$ cat config.mk
export PLATFORM = sky130hd
export DESIGN_NAME = palette_lookup_arbiter
export DESIGN_NICKNAME = d
export VERILOG_FILES = /design/src/rtl/palette_lookup_arbiter_pkg.sv /design/src/rtl/palette_lookup_arbiter_rr_arbiter.sv /design/src/rtl/palette_lookup_arbiter.sv
export SDC_FILE = /design/constraint.sdc
export NUM_CORES = 1
export LEC_CHECK = 0
export CAP_MARGIN = 25
export CORE_MARGIN = 2
export CORE_UTILIZATION = 39
export CTS_CLUSTER_SIZE = 14
export DETAILED_ROUTE_END_ITERATION = 10
export PLACE_DENSITY = 0.77
export SETUP_SLACK_MARGIN = 0.1
export SYNTH_ARGS = -nofsm -noshare
export SYNTH_HDL_FRONTEND = slang
export SYNTH_HIERARCHICAL = 1
export SYNTH_SLANG_ARGS = --single-unit
$ cat constraint.sdc
create_clock -name Clk -period 2.5 [get_ports Clk]
set_input_delay 0.25 -clock Clk [delete_from_list [all_inputs] [get_ports Clk]]
set_output_delay 0.25 -clock Clk [all_outputs]
set_load 0.02 [all_outputs]
$ cat src/rtl/palette_lookup_arbiter_pkg.sv
// ----------------------------------------------------------------------------
// palette_lookup_arbiter_pkg
// Shared types and constants for the sprite palette lookup path.
//   pal_index_t     : 4-bit palette index
//   rgb_t           : packed 24-bit colour {r, g, b}
//   TRANSPARENT_IDX : palette index reserved for the magenta key colour
//   NUM_LAYERS      : default number of pixel requesters sharing the palette
// ----------------------------------------------------------------------------
package palette_lookup_arbiter_pkg;

   typedef logic [3:0] pal_index_t;

   typedef struct packed {
      logic [7:0] r;
      logic [7:0] g;
      logic [7:0] b;
   } rgb_t;

   localparam pal_index_t TRANSPARENT_IDX = 4'hF;
   localparam int         NUM_LAYERS      = 3;

endpackage

$ cat src/rtl/palette_lookup_arbiter_rr_arbiter.sv
// ----------------------------------------------------------------------------
// rr_arbiter
// Purely combinational round-robin picker. The search begins at 'ptr' and
// wraps from N-1 back to 0; the first asserted request wins. The pointer
// register itself lives in the parent so it only moves on a real transfer.
// Ports:
//   req    in  N      request vector
//   ptr    in  PTR_W  highest-priority requester for this cycle
//   grant  out N      one-hot grant (all zero when nothing requests)
//   winner out PTR_W  encoded index of the granted requester
//   any    out 1      at least one request present
// ----------------------------------------------------------------------------
module rr_arbiter #(
   parameter  int N     = 3,
   localparam int PTR_W = (N > 1) ? $clog2(N) : 1
) (
   input  logic [N-1:0]     req,
   input  logic [PTR_W-1:0] ptr,
   output logic [N-1:0]     grant,
   output logic [PTR_W-1:0] winner,
   output logic             any
);

   always_comb begin
      int idx;
      grant  = '0;
      winner = '0;
      any    = 1'b0;
      idx    = 0;
      for (int k = 0; k < N; k++) begin
         // ptr is always < N, so one subtraction is enough to wrap
         idx = int'(ptr) + k;
         if (idx >= N) begin
            idx = idx - N;
         end
         if (!any && req[idx]) begin
            any        = 1'b1;
            grant[idx] = 1'b1;
            winner     = PTR_W'(idx);
         end
      end
   end

endmodule

$ cat src/rtl/palette_lookup_arbiter.sv
// ----------------------------------------------------------------------------
// palette_lookup_arbiter
// Shares one combinational palette ROM between several pixel requesters.
// Stage S1 holds the granted index/tag/id and drives pal_index; stage S2
// registers the returned colour and presents it on a valid/ready port.
// Ports:
//   Clk, Reset_n            clock, asynchronous active-low reset
//   req_valid/req_ready     per-requester handshake
//   req_index/req_tag       packed per-requester index and opaque tag
//   pal_index, pal_*        palette lookup (index out, RGB back combinationally)
//   resp_valid/resp_ready   response handshake
//   resp_id/tag/red/green/blue/transp   response payload
// ----------------------------------------------------------------------------
module palette_lookup_arbiter
   import palette_lookup_arbiter_pkg::*;
#(
   parameter  int               NUM_REQ         = NUM_LAYERS,
   parameter  int               IDX_W           = 4,
   parameter  int               TAG_W           = 10,
   parameter  logic [IDX_W-1:0] TRANSPARENT_IDX = IDX_W'(palette_lookup_arbiter_pkg::TRANSPARENT_IDX),
   localparam int               ID_W            = $clog2(NUM_REQ)
) (
   input  logic                     Clk,
   input  logic                     Reset_n,
   input  logic [NUM_REQ-1:0]       req_valid,
   output logic [NUM_REQ-1:0]       req_ready,
   input  logic [NUM_REQ*IDX_W-1:0] req_index,
   input  logic [NUM_REQ*TAG_W-1:0] req_tag,
   output logic [IDX_W-1:0]         pal_index,
   input  logic [7:0]               pal_red,
   input  logic [7:0]               pal_green,
   input  logic [7:0]               pal_blue,
   output logic                     resp_valid,
   input  logic                     resp_ready,
   output logic [ID_W-1:0]          resp_id,
   output logic [TAG_W-1:0]         resp_tag,
   output logic [7:0]               resp_red,
   output logic [7:0]               resp_green,
   output logic [7:0]               resp_blue,
   output logic                     resp_transp
);

   logic             s1_valid_q, s1_valid_d;
   logic [IDX_W-1:0] s1_index_q, s1_index_d;
   logic [TAG_W-1:0] s1_tag_q, s1_tag_d;
   logic [ID_W-1:0]  s1_id_q, s1_id_d;
   logic [ID_W-1:0]  rr_ptr_q, rr_ptr_d;

   logic             resp_valid_q, resp_valid_d;
   logic [ID_W-1:0]  resp_id_q, resp_id_d;
   logic [TAG_W-1:0] resp_tag_q, resp_tag_d;
   rgb_t             resp_rgb_q, resp_rgb_d;
   logic             resp_transp_q, resp_transp_d;

   logic [NUM_REQ-1:0] grant;
   logic [ID_W-1:0]    winner;
   logic               any_req;
   logic               stall;
   logic               s1_adv;

   rr_arbiter #(.N(NUM_REQ)) u_rr_arbiter (
      .req    (req_valid),
      .ptr    (rr_ptr_q),
      .grant  (grant),
      .winner (winner),
      .any    (any_req)
   );

   // S1 may take a new request when it is empty or when S2 is about to drain
   assign stall  = resp_valid_q & ~resp_ready;
   assign s1_adv = ~s1_valid_q | ~stall;

   // Ready is gated by reset so nothing is handed over while Reset_n is low
   assign req_ready = grant & {NUM_REQ{s1_adv & Reset_n}};

   // S1 capture and round-robin pointer update
   always_comb begin
      s1_valid_d = s1_valid_q;
      s1_index_d = s1_index_q;
      s1_tag_d   = s1_tag_q;
      s1_id_d    = s1_id_q;
      rr_ptr_d   = rr_ptr_q;
      if (s1_adv) begin
         s1_valid_d = any_req;
         if (any_req) begin
            s1_index_d = req_index[int'(winner)*IDX_W +: IDX_W];
            s1_tag_d   = req_tag[int'(winner)*TAG_W +: TAG_W];
            s1_id_d    = winner;
            rr_ptr_d   = (int'(winner) == NUM_REQ - 1) ? '0 : winner + 1'b1;
         end
      end
   end

   // S2 capture: the palette answers combinationally from S1's index
   always_comb begin
      resp_valid_d  = resp_valid_q;
      resp_id_d     = resp_id_q;
      resp_tag_d    = resp_tag_q;
      resp_rgb_d    = resp_rgb_q;
      resp_transp_d = resp_transp_q;
      if (!stall) begin
         resp_valid_d = s1_valid_q;
         if (s1_valid_q) begin
            resp_id_d     = s1_id_q;
            resp_tag_d    = s1_tag_q;
            resp_rgb_d    = '{r: pal_red, g: pal_green, b: pal_blue};
            resp_transp_d = (s1_index_q == TRANSPARENT_IDX);
         end
      end
   end

   always_ff @(posedge Clk or negedge Reset_n) begin
      if (!Reset_n) begin
         s1_valid_q    <= 1'b0;
         s1_index_q    <= '0;
         s1_tag_q      <= '0;
         s1_id_q       <= '0;
         rr_ptr_q      <= '0;
         resp_valid_q  <= 1'b0;
         resp_id_q     <= '0;
         resp_tag_q    <= '0;
         resp_rgb_q    <= '0;
         resp_transp_q <= 1'b0;
      end else begin
         s1_valid_q    <= s1_valid_d;
         s1_index_q    <= s1_index_d;
         s1_tag_q      <= s1_tag_d;
         s1_id_q       <= s1_id_d;
         rr_ptr_q      <= rr_ptr_d;
         resp_valid_q  <= resp_valid_d;
         resp_id_q     <= resp_id_d;
         resp_tag_q    <= resp_tag_d;
         resp_rgb_q    <= resp_rgb_d;
         resp_transp_q <= resp_transp_d;
      end
   end

   assign pal_index   = s1_index_q;
   assign resp_valid  = resp_valid_q;
   assign resp_id     = resp_id_q;
   assign resp_tag    = resp_tag_q;
   assign resp_red    = resp_rgb_q.r;
   assign resp_green  = resp_rgb_q.g;
   assign resp_blue   = resp_rgb_q.b;
   assign resp_transp = resp_transp_q;

endmodule
==> flow_summary.yaml, run 1 <==
floorplanning:
  pin_count: 117
  die_width_um: 89.8
  core_um2: 7180
  design.die.area_um2: 8070
  placementRows: 31
  start_util_pct: 40.1
  dieHeight_um: 89.8
grt:
  grt_max_degree: 45
  met3_usage_pct: 5.87
  grt.busiest_layer: "met2"
  grt_use_met2_pct: 27.7
  grt_pass1_vias: 2393
  antenna_found_initial: 0
  grtUsageTotal_pct: 17.6
  grt_pass1_wl_mm: 11.5
  grtUsageMet1_pct: 23.1
  overflow: 0
sta:
  final.period_utilization_pct: 95.1
  setup_viol: 0
  worstMarginPinSlew_ns: 0.567
  fin_ws_ns: 0.123
  slew_viol_final: 0
  finClkSkew_ns: 0.00788
  fin_setup_tns_ns: 0
  grt_setup_unrepaired: "true"
  slew_headroom_pct: 62.2
  finalHoldViolCount: 0
  fmax_ghz: 0.421
  period_needed_ns: 2.38
yosys:
  yosys_warnings: 6
  yosysTopAreaCell: "dfrtp_1"
  syn_nets: 291
  synth_cell_types: 38
  synth_edf_count: 0
  syn_area_per_cell_um2: 13.4
  netlist_top_cells_area: "dfrtp_1, mux2_1, mux2_2"
  ys.flop_type: "dfrtp_1"
  synth.top_cells.by_count: "dfrtp_1, mux2_1, mux2i_1, mux2_2, o2bb2ai_1"
  synth_seq_cells: 57
  yosysSeqAreaShare_pct: 49.6
  synth-async-reset-ratio_pct: 100
  syn_inst: 215
  synth.most_common_cell: "dfrtp_1"
  syn_area_um2: 2870
  yosysTopAreaCellShare_pct: 49.6
pwr:
  leakage_nw: 1.86
  p_total_w: 0.00574
  vdd_drop_max_mv: 0.698
  power_density_nw_per_um2: 1260
final_layout:
  fin_cells: 449
  n_antenna_cell: 0
  syn2layout_area_growth_pct: 58.0
  finalNetCount: 422
  layout-drive-gt1-share_pct: 22.0
  final_util_pct: 63.3
placed_design:
  hpwlAfterDp_mm: 4.87
  place_congestion: 0.804
  preCtsSetupSlack_ns: -0.0386
  port_buffers: 116
  dp_cells: 427
detailed_routing:
  drtIter0Drc: 83
  firstDrtPassIters: 4
  wire_per_inst_um: 16.1
  routed_via_density: 4.98
  routed_wl_mm: 7.24
  drc: 0
  drtAntennaViolNets: 0
  num_vias: 2234
cts:
  cts.sinks: 57
  cts_buffer_depth: 2
  cts_tree: "built"
  clkTransAtPathRegs_ns: 0.07
  cts_root_buffer: "clkbuf_8"
  h-tree-depth: 3
  cts_made_buffers: 9
  clock_latency_ns: 0.32
status:
  status: "complete, no violations"
worst_setup_path:
  crit_required_ns: 2.70
  path_class: "flop to flop"
  start_kind: "flop"
  crit_path_end_kind: "flop"
  crit_arrival_ns: 2.58
  cp_max_fo: 6
worst_hold_path:
  hold_class: "primary input to async pin"
run:
  cap_violations: 0
==> worst paths after layout <==
kind | cells past startpoint | endpoint | start | slack (ns)
max | 9 | s1_tag_q[1] | rr_ptr_q[0] | 0.12
min | 2 | resp_tag[8] | Reset_n | 0.38
max reg2reg | 9 | s1_tag_q[1] | rr_ptr_q[0] | 0.12
min reg2reg | 1 | resp_tag[8] | s1_tag_q[8] | 0.48
max in group asynchronous | 3 | resp_tag[1] | Reset_n | 1.20
min in group Clk | 1 | resp_tag[8] | s1_tag_q[8] | 0.48
==> cell type report <==
| cell class | instances | area (µm²) |
|---|---|---|
| Clock inverter | 5 | 78.8 |
| Clock buffer | 10 | 138 |
| Sequential cell | 57 | 1430 |
| Tap cell | 99 | 124 |
| Fill cell | 566 | 2630 |
| Multi-Input combinational cell | 139 | 1420 |
| Timing Repair Buffer | 133 | 1330 |
| Inverter | 6 | 25.0 |
==> kinds of logic after synthesis <==
kind of cell               synth area share, %
muxes                                     28.3
DFF                                       49.6
AOI/OAI and AO/OA                         8.93
and+or+nand+nor                           6.40
buffers and inverters                     5.01
adders and majority gates                 1.74
==> routing by layer <==
layer / vias to the layer above / share of wire (%)
met1: 1101 / 45
li1: 1045 / -
met3: 10 / 5.9
met2: 78 / 47
met5: - / 0
met4: 0 / 1.5
==> per-stage QoR <==
step           hold WS, ns  instance area [µm²]
3_3_place_gp         0.179                 4140
5_1_grt              0.405                 4540
4_1_cts              0.362                 4430
2_1_floorplan      -0.0456                 2870
3_5_place_dp         0.182                 4140
6_report             0.383                 4540
==> where the power goes <==
part           switching (W)  leakage [nW]  internal [W]
clock network       0.000369         0.113      0.000583
logic                0.00152          1.07       0.00169
registers           0.000232         0.676       0.00135
==> critical path: stages, from the launching register on <==
cell	delay, ns
dfrtp_2	0.48
ha_4	0.21
mux2i_4	0.20
mux2i_4	0.27
mux2i_2	0.32
nor2_4	0.09
buf_6	0.16
mux2i_2	0.19
o2bb2ai_1	0.09
mux2_2	0.25
==> what timing repair did <==
action	4_1_cts	5_1_grt
hold buffers	1	0
cloned	0	1
setup buffers	4	1
hold endpoints to repair	13	0
endpoints found under the setup margin	17	18
gates resized for setup	20	21
pin swaps	1	15
==> state kept, by name, indices dropped and copies added, names as in the netlist, 2 cells and up <==
register / flops
resp_blue: 8
resp_id: 2
s1_id_q: 2
s1_tag_q: 10
rr_ptr_q: 2
resp_tag: 10
resp_red: 8
resp_green: 8
pal_index: 4
==> layout by cell type (no fill, tap or decap), types with 2 or more instances in the layout <==
master           instances
mux2i_2                  3
nand3_1                  2
buf_4                   11
mux2_2                  14
a21oi_1                  4
buf_12                   2
mux2i_4                  2
mux2_1                  39
o2bb2ai_1               15
dfrtp_1                 56
clkinv_2                 2
buf_2                    3
nand2b_1                 5
bufinv_16                2
inv_1                    4
clkbuf_8                10
buf_6                    3
ha_4                     4
nand2_1                  3
nor2_1                   5
a21oi_2                  3
clkdlybuf4s50_1        112
and3_1                   3
mux2i_1                 13
Note: power is estimated with default switching activity, not from simulation.
==> run 2, diff against run 1 <==
--- a/config.mk
+++ b/config.mk
@@ -8,6 +8,7 @@
 export CAP_MARGIN = 25
 export CORE_MARGIN = 2
 export CORE_UTILIZATION = 39
+export CTS_CLUSTER_DIAMETER = 150
 export CTS_CLUSTER_SIZE = 14
 export DETAILED_ROUTE_END_ITERATION = 10
 export PLACE_DENSITY = 0.77
==> results of run 2 <==
No change in the layout: final DEF, timing and power equal those of run 1.
